===== config.mk =====
export PLATFORM = sky130hd
export DESIGN_NAME = pipe_hazard_ctrl
export DESIGN_NICKNAME = d
export VERILOG_FILES = /design/src/rtl/pipe_ctrl_pkg.sv /design/src/rtl/div_hold_timer.sv /design/src/rtl/pipe_hazard_ctrl.sv
export SDC_FILE = /design/constraint.sdc
export NUM_CORES = 1
export LEC_CHECK = 0
export ABC_AREA = 1
export CORE_ASPECT_RATIO = 0.7
export CORE_MARGIN = 10
export CORE_UTILIZATION = 43
export DETAILED_ROUTE_END_ITERATION = 12
export GPL_ROUTABILITY_DRIVEN = 0
export PLACE_DENSITY = 0.83
export SETUP_SLACK_MARGIN = 0.1
export SYNTH_ARGS = -nofsm -noshare
export SYNTH_HDL_FRONTEND = slang
export SYNTH_SLANG_ARGS = --single-unit

===== constraint.sdc =====
create_clock -name i_clk -period 1.9 [get_ports i_clk]
set_clock_uncertainty 0.05 [all_clocks]
set_input_delay 0.19 -clock i_clk [delete_from_list [all_inputs] [get_ports i_clk]]
set_output_delay 0.19 -clock i_clk [all_outputs]
set_load 0.02 [all_outputs]

===== src/rtl/pipe_ctrl_pkg.sv =====
// Purpose: shared types and helpers for the pipeline hazard controller.
//   state_e       : controller FSM states
//   hold_cause_e  : which hold rule won the priority mux this cycle (debug)
//   load_use_hit  : load-use comparator between EX destination and ID sources
package pipe_ctrl_pkg;

  localparam int unsigned REG_W = 5;

  typedef enum logic [1:0] {
    ST_RUN        = 2'd0,
    ST_DIV        = 2'd1,
    ST_FLUSH_PEND = 2'd2
  } state_e;

  typedef enum logic [2:0] {
    HC_NONE       = 3'd0,
    HC_FLUSH      = 3'd1,
    HC_FLUSH_PEND = 3'd2,
    HC_MEM        = 3'd3,
    HC_DIV        = 3'd4,
    HC_LOAD_USE   = 3'd5,
    HC_IF         = 3'd6
  } hold_cause_e;

  // r0 is hard-wired zero, so a load targeting it never creates a dependency.
  function automatic logic load_use_hit(
    input logic             mem_read,
    input logic [REG_W-1:0] rd,
    input logic [REG_W-1:0] rs,
    input logic [REG_W-1:0] rt
  );
    return mem_read && (rd != '0) && ((rd == rs) || (rd == rt));
  endfunction

endpackage


===== src/rtl/div_hold_timer.sv =====
// Purpose: countdown timer that holds EX while a multicycle divide runs.
// Ports:
//   i_clk, i_rst : clock, synchronous active-high reset
//   i_load       : load DIV_CYCLES-1 (divide start cycle)
//   i_dec        : decrement by one, saturating at zero
//   i_clear      : force count to zero (flush)
//   o_cnt_zero   : count is zero
module div_hold_timer #(
  parameter int unsigned DIV_CYCLES = 32
) (
  input  logic i_clk,
  input  logic i_rst,
  input  logic i_load,
  input  logic i_dec,
  input  logic i_clear,
  output logic o_cnt_zero
);

  localparam int unsigned CNT_W = $clog2(DIV_CYCLES + 1);

  logic [CNT_W-1:0] r_cnt;

  // Clear beats load so a flush on a start cycle leaves nothing behind.
  always_ff @(posedge i_clk) begin
    if (i_rst) begin
      r_cnt <= '0;
    end else if (i_clear) begin
      r_cnt <= '0;
    end else if (i_load) begin
      r_cnt <= CNT_W'(DIV_CYCLES - 1);
    end else if (i_dec && (r_cnt != '0)) begin
      r_cnt <= r_cnt - CNT_W'(1);
    end
  end

  assign o_cnt_zero = (r_cnt == '0);

endmodule


===== src/rtl/pipe_hazard_ctrl.sv =====
// Purpose: five-stage pipeline sequencer. Drives enables and bubble clears of the
//   PC, IF/ID, ID/EX, EX/MEM and MEM/WB registers from exception, bus-wait,
//   divide and load-use events; owns the divide hold timer and defers exception
//   flushes while either AXI side is busy.
// Ports:
//   i_clk, i_rst                 : clock, synchronous active-high reset
//   i_id_rs, i_id_rt             : ID-stage source registers
//   i_ex_rd, i_ex_mem_read       : EX-stage destination, EX is a load
//   i_ex_div_start               : EX holds a DIV/DIVU (level)
//   i_if_stall, i_mem_stall      : I-side / D-side AXI access outstanding
//   i_exc_valid                  : exception on the MEM-stage instruction
//   o_en_*                       : pipeline register enables
//   o_clr_*                      : synchronous bubble inserts
//   o_pc_redirect                : PC loads the exception vector (pulse)
//   o_div_busy, o_div_done, o_div_abort : divide status
// Outputs are combinational from state, timer and inputs, forced to 0 in reset.
module pipe_hazard_ctrl
  import pipe_ctrl_pkg::*;
#(
  parameter int unsigned DIV_CYCLES = 32
) (
  input  logic             i_clk,
  input  logic             i_rst,
  input  logic [REG_W-1:0] i_id_rs,
  input  logic [REG_W-1:0] i_id_rt,
  input  logic [REG_W-1:0] i_ex_rd,
  input  logic             i_ex_mem_read,
  input  logic             i_ex_div_start,
  input  logic             i_if_stall,
  input  logic             i_mem_stall,
  input  logic             i_exc_valid,
  output logic             o_en_pc,
  output logic             o_en_fd,
  output logic             o_en_de,
  output logic             o_en_em,
  output logic             o_en_mw,
  output logic             o_clr_fd,
  output logic             o_clr_de,
  output logic             o_clr_em,
  output logic             o_clr_mw,
  output logic             o_pc_redirect,
  output logic             o_div_busy,
  output logic             o_div_done,
  output logic             o_div_abort
);

  state_e      r_state;
  state_e      w_state_nxt;
  hold_cause_e w_cause;
  logic        w_cnt_zero;
  logic        w_load;
  logic        w_dec;
  logic        w_clear;
  logic        w_any_stall;
  logic        w_div_hold;
  logic        w_load_use;

  div_hold_timer #(
    .DIV_CYCLES (DIV_CYCLES)
  ) u_div_hold_timer (
    .i_clk      (i_clk),
    .i_rst      (i_rst),
    .i_load     (w_load),
    .i_dec      (w_dec),
    .i_clear    (w_clear),
    .o_cnt_zero (w_cnt_zero)
  );

  assign w_any_stall = i_mem_stall || i_if_stall;
  assign w_load_use  = load_use_hit(i_ex_mem_read, i_ex_rd, i_id_rs, i_id_rt);
  // Start cycle holds EX before the timer is loaded; afterwards the timer decides.
  assign w_div_hold  = ((r_state == ST_RUN) && i_ex_div_start) ||
                       ((r_state == ST_DIV) && !w_cnt_zero);
  // Timer runs every DIV cycle, mem stall or not.
  assign w_dec       = (r_state == ST_DIV);

  // State register.
  always_ff @(posedge i_clk) begin
    if (i_rst) begin
      r_state <= ST_RUN;
    end else begin
      r_state <= w_state_nxt;
    end
  end

  // Hold priority: only the highest-ranked cause shapes the outputs.
  always_comb begin
    w_cause = HC_NONE;
    if ((r_state == ST_FLUSH_PEND) || i_exc_valid) begin
      // A pending flush fires even after exc_valid drops.
      w_cause = w_any_stall ? HC_FLUSH_PEND : HC_FLUSH;
    end else if (i_mem_stall) begin
      w_cause = HC_MEM;
    end else if (w_div_hold) begin
      w_cause = HC_DIV;
    end else if (w_load_use) begin
      w_cause = HC_LOAD_USE;
    end else if (i_if_stall) begin
      w_cause = HC_IF;
    end
  end

  // Next state, timer control and enable/clear outputs.
  always_comb begin
    w_state_nxt   = r_state;
    w_load        = 1'b0;
    w_clear       = 1'b0;
    o_en_pc       = 1'b1;
    o_en_fd       = 1'b1;
    o_en_de       = 1'b1;
    o_en_em       = 1'b1;
    o_en_mw       = 1'b1;
    o_clr_fd      = 1'b0;
    o_clr_de      = 1'b0;
    o_clr_em      = 1'b0;
    o_clr_mw      = 1'b0;
    o_pc_redirect = 1'b0;
    o_div_busy    = (r_state == ST_DIV);
    o_div_done    = 1'b0;
    o_div_abort   = 1'b0;

    case (w_cause)
      HC_FLUSH: begin
        // Bubble every stage, including the excepting instruction in MEM.
        o_clr_fd      = 1'b1;
        o_clr_de      = 1'b1;
        o_clr_em      = 1'b1;
        o_clr_mw      = 1'b1;
        o_pc_redirect = 1'b1;
        o_div_abort   = (r_state == ST_DIV);
        w_clear       = 1'b1;
        w_state_nxt   = ST_RUN;
      end
      HC_FLUSH_PEND: begin
        o_en_pc     = 1'b0;
        o_en_fd     = 1'b0;
        o_en_de     = 1'b0;
        o_en_em     = 1'b0;
        o_en_mw     = 1'b0;
        w_state_nxt = ST_FLUSH_PEND;
      end
      HC_MEM: begin
        o_en_pc  = 1'b0;
        o_en_fd  = 1'b0;
        o_en_de  = 1'b0;
        o_en_em  = 1'b0;
        o_clr_mw = 1'b1;
      end
      HC_DIV: begin
        o_en_pc  = 1'b0;
        o_en_fd  = 1'b0;
        o_en_de  = 1'b0;
        o_clr_em = 1'b1;
      end
      HC_LOAD_USE: begin
        o_en_pc  = 1'b0;
        o_en_fd  = 1'b0;
        o_clr_de = 1'b1;
      end
      HC_IF: begin
        o_en_pc  = 1'b0;
        o_clr_fd = 1'b1;
      end
      default: begin
      end
    endcase

    // Divide sequencing for all non-flush causes.
    if ((w_cause != HC_FLUSH) && (w_cause != HC_FLUSH_PEND)) begin
      if ((r_state == ST_RUN) && i_ex_div_start) begin
        w_load      = 1'b1;
        w_state_nxt = ST_DIV;
      end else if (r_state == ST_DIV) begin
        // Completion waits out a mem stall so EX cannot slip past a frozen MEM.
        if (w_cnt_zero && !i_mem_stall) begin
          o_div_done  = 1'b1;
          w_state_nxt = ST_RUN;
        end
      end else begin
        w_state_nxt = ST_RUN;
      end
    end

    if (i_rst) begin
      w_load        = 1'b0;
      w_clear       = 1'b0;
      o_en_pc       = 1'b0;
      o_en_fd       = 1'b0;
      o_en_de       = 1'b0;
      o_en_em       = 1'b0;
      o_en_mw       = 1'b0;
      o_clr_fd      = 1'b0;
      o_clr_de      = 1'b0;
      o_clr_em      = 1'b0;
      o_clr_mw      = 1'b0;
      o_pc_redirect = 1'b0;
      o_div_busy    = 1'b0;
      o_div_done    = 1'b0;
      o_div_abort   = 1'b0;
      w_state_nxt   = ST_RUN;
    end
  end

endmodule

==> run_results.csv <==
group,metric,value,unit
outcome,status,"finished, violations left",
outcome,violations,"setup timing",
place,port_buffers,34,
grt,grt.busiest_layer,"met2",
worst_setup_path,path_common_cell,"nand2_4",
worst_setup_path,critPathBufInv,1,
layout,design_area,1632,sq um
synthesis,synthTopCellsByArea,"dfxtp_1 18%, nand2_1 17%, inv_1 14%, nor2_1 8.9%, nand3_1 5.1%",
routing,drtPass1Iterations,4,
worst_setup_path,crit_family,"simple AND/OR/NAND/NOR gates",
timing,fin_crit_sh,1.074,
timing,rsz0062_at_grt,"yes",
floorplanning,ios,35,
synthesis,yosys-top-cells-count,"39 x nand2_1, 34 x inv_1, 21 x nor2_1",
timing,fin_crit,2.040,ns
routing,wl_per_cell,15.41,microns
routing,drt_first_iter_violations,88,
job,max_cap_viol_count,0,
layout,multiInputGateArea,718.2,sq um
synthesis,syn-cell-area,880.8,sq um
clocking,cts_made_buffers,3,
worst_setup_path,path_cells,"nor2_2 -> nand3_4 -> nand2_4 -> nand2_4 -> nor2_4 -> nand2_2 -> a21oi_4 -> nand3_2 -> a21oi_2 -> buf_6",
synthesis,yosysMostFrequentCell,"nand2_1",
power_and_ir_drop,total_leakage_power,0.8934,nW
layout,num-fill-cells,102,
grt,grt_use_total,0.1602,
synthesis,postSynthNetCount,178,
synthesis,synth_cell_types,24,
clocking,clock-sinks,8,
synthesis,synthArstFlopShare,0,
worst_setup_path,start_kind,"flip-flop",
timing,drv_slew,0,
clocking,clk_pin_slew,0.06,ns
timing,setup-violations-final,7,
floorplanning,start_util,0.4629,
layout,drive_gt1_frac,0.4420,
grt,grt_use_met3,0.05952,
floorplanning,die_y,57.87,microns
layout,ff_latch_area,165.2,sq um
grt,use_met2,0.2718,
synthesis,yosysSeqAreaShare,0.1818,
routing,drcViolationCount,0,
worst_setup_path,worstPathMaxFanout,4,
grt,grt_start_max_net_pins,8,
floorplanning,die_w,74.10,microns
worst_setup_path,cp_slowest_stage_delay,0.32,ns
layout,syn2layout_area_growth,85.23,%
synthesis,yosysTopAreaCellShare,0.1818,
synthesis,synth-seq-cells,8,
clocking,htreeDepth,1,
worst_setup_path,required,1.66,ns
floorplanning,core,1903,sq um
floorplanning,rows,13,
synthesis,ys.flop_type,"dfxtp_1",
synthesis,synthCells,154,
worst_setup_path,end_kind,"output pin",
timing,timing.fmax,490.2,MHz
routing,drt-total-wl,3790,microns
layout,nNetsFinal,250,
grt,grt_pass1_vias,1203,
timing,final_hold_viol_count,0,
floorplanning,die_area,4288,sq um
routing,antenna_left,0,
grt,gr-usage-met1,0.1750,
worst_setup_path,cpMaxStageDelayCell,"dfxtp_1",
clocking,cts_tree,"done",
layout,antenna_cells,0,
power_and_ir_drop,power_density,448.2,nW/um^2
routing,vias,1284,
synthesis,ys_warn_count,0,
grt,globalRoute.totalOverflow,0,
place,place_area,1434,sq um
routing,vias_per_cell,5.220,
synthesis,yosysTopAreaCell,"dfxtp_1",
grt,grt_pass1_wl,5478,microns
synthesis,avgSynthCellArea,5.720,sq um
timing,maxSlewHeadroom,0.7689,
min_path,hp-class,"flip-flop to flip-flop",
timing,worst_pin_slew,0.3454,ns
worst_setup_path,crit_type,"flip-flop to output pin",
place,dpl.hpwl,2624,microns
grt,grt_antenna_before_repair,0,
timing,fin_setup_tns,-0.5184,ns
power_and_ir_drop,vdd_drop_max,0.3339,mV
worst_setup_path,cp_data_arrival_time,1.80,ns
clocking,clockRootBuffer,"clkbuf_4",
clocking,clock_latency,0.26,ns
synthesis,synth_edf_count,0,
clocking,cts_max_path_buffers,2,
timing,layout_setup_ws,-0.1398,ns
## placed cells by master, fill, tap and decap left out, drive strengths merged, types with 5 or more instances in the layout
cell,instances
a21oi,9
buf,44
clkdlybuf4s50,8
dfxtp,8
dlygate4sd2,14
inv,36
nand2,44
nand3,11
nor2,26
nor3,5
## cell families after synthesis
group / synth area share
AND/OR/NAND/NOR: 0.4844
adder cells (fa/ha/maj): 0.02840
AO/OA/AOI/OAI: 0.09802
buffers and inverters: 0.1577
XOR/XNOR: 0.04972
flip-flops: 0.1818
## worst reg2reg max path: stages, from the launching register on
cell	delay, ns
dfxtp_2	0.33
inv_2	0.05
ha_4	0.16
nand3_4	0.08
nand2_4	0.06
buf_4	0.16
nor2_4	0.11
nand2_2	0.08
or2_4	0.25
nor2_4	0.10
xnor2_2	0.12
nor3_2	0.05
## area by class of cell
class                      count  share of cell area
timing repair buffer          68              0.3451
clock buffer                   3             0.01380
tap                           22             0.01687
inverter                      36             0.08282
multi-input combinational    109              0.4402
sequential                     8              0.1012
## per-layer routing
metal | wire length, microns | share of wire | vias up
met5 | 0 | 0 | -
met4 | 129 | 0.034 | 0
met3 | 401 | 0.11 | 16
met2 | 1783 | 0.47 | 66
met1 | 1475 | 0.39 | 598
li1 | - | - | 604
## power breakdown
group / switching [mW] / total, mW / internal (mW)
Sequential: 0.0105 / 0.193 / 0.182
Combinational: 0.213 / 0.404 / 0.192
Clock: 0.0618 / 0.134 / 0.0726
## sequential cells by signal, summed over array words and instances (netlist names)
| register | cells |
|---|---|
| r_state | 2 |
| u_div_hold_timer.r_cnt | 6 |
## final timing paths
kind / endpoint / cells after the start / start / slack (ns)
worst max-delay path: o_clr_fd / 10 / u_div_hold_timer.r_cnt[4]$_SDFFE_PP0P_ / -0.14
worst min-delay path: u_div_hold_timer.r_cnt[5]$_SDFFE_PP0P_ / 3 / u_div_hold_timer.r_cnt[5]$_SDFFE_PP0P_ / 0.60
worst max register to register: u_div_hold_timer.r_cnt[5]$_SDFFE_PP0P_ / 11 / u_div_hold_timer.r_cnt[0]$_SDFFE_PP0P_ / 0.21
worst min register to register: u_div_hold_timer.r_cnt[5]$_SDFFE_PP0P_ / 3 / u_div_hold_timer.r_cnt[5]$_SDFFE_PP0P_ / 0.60
## timing repair
| action | CTS | global route |
|---|---|---|
| setup buffers | 5 | 7 |
| endpoints found under the setup margin | 14 | 14 |
| pin swaps | 16 | 22 |
| resized for setup | 93 | 23 |
| hold buffers | 0 | 0 |
| endpoints found under the hold margin | 0 | 0 |
## metrics by stage
step	hold WS (ns)	cells	utilization	worst slack [ns]	power, mW
2_1_floorplan	0.3192	154	-	0.02478	0.3538
3_3_place_gp	0.5063	233	0.7535	-0.6567	0.5047
3_5_place_dp	0.5371	233	0.7535	-0.6969	0.5185
4_1_cts	0.5850	240	0.8074	-0.1089	0.6776
5_1_grt	0.6309	246	0.8573	-0.2102	0.7731
6_report	0.6028	246	0.8573	-0.1398	0.7313
Note: power is estimated with default switching activity, not from simulation.
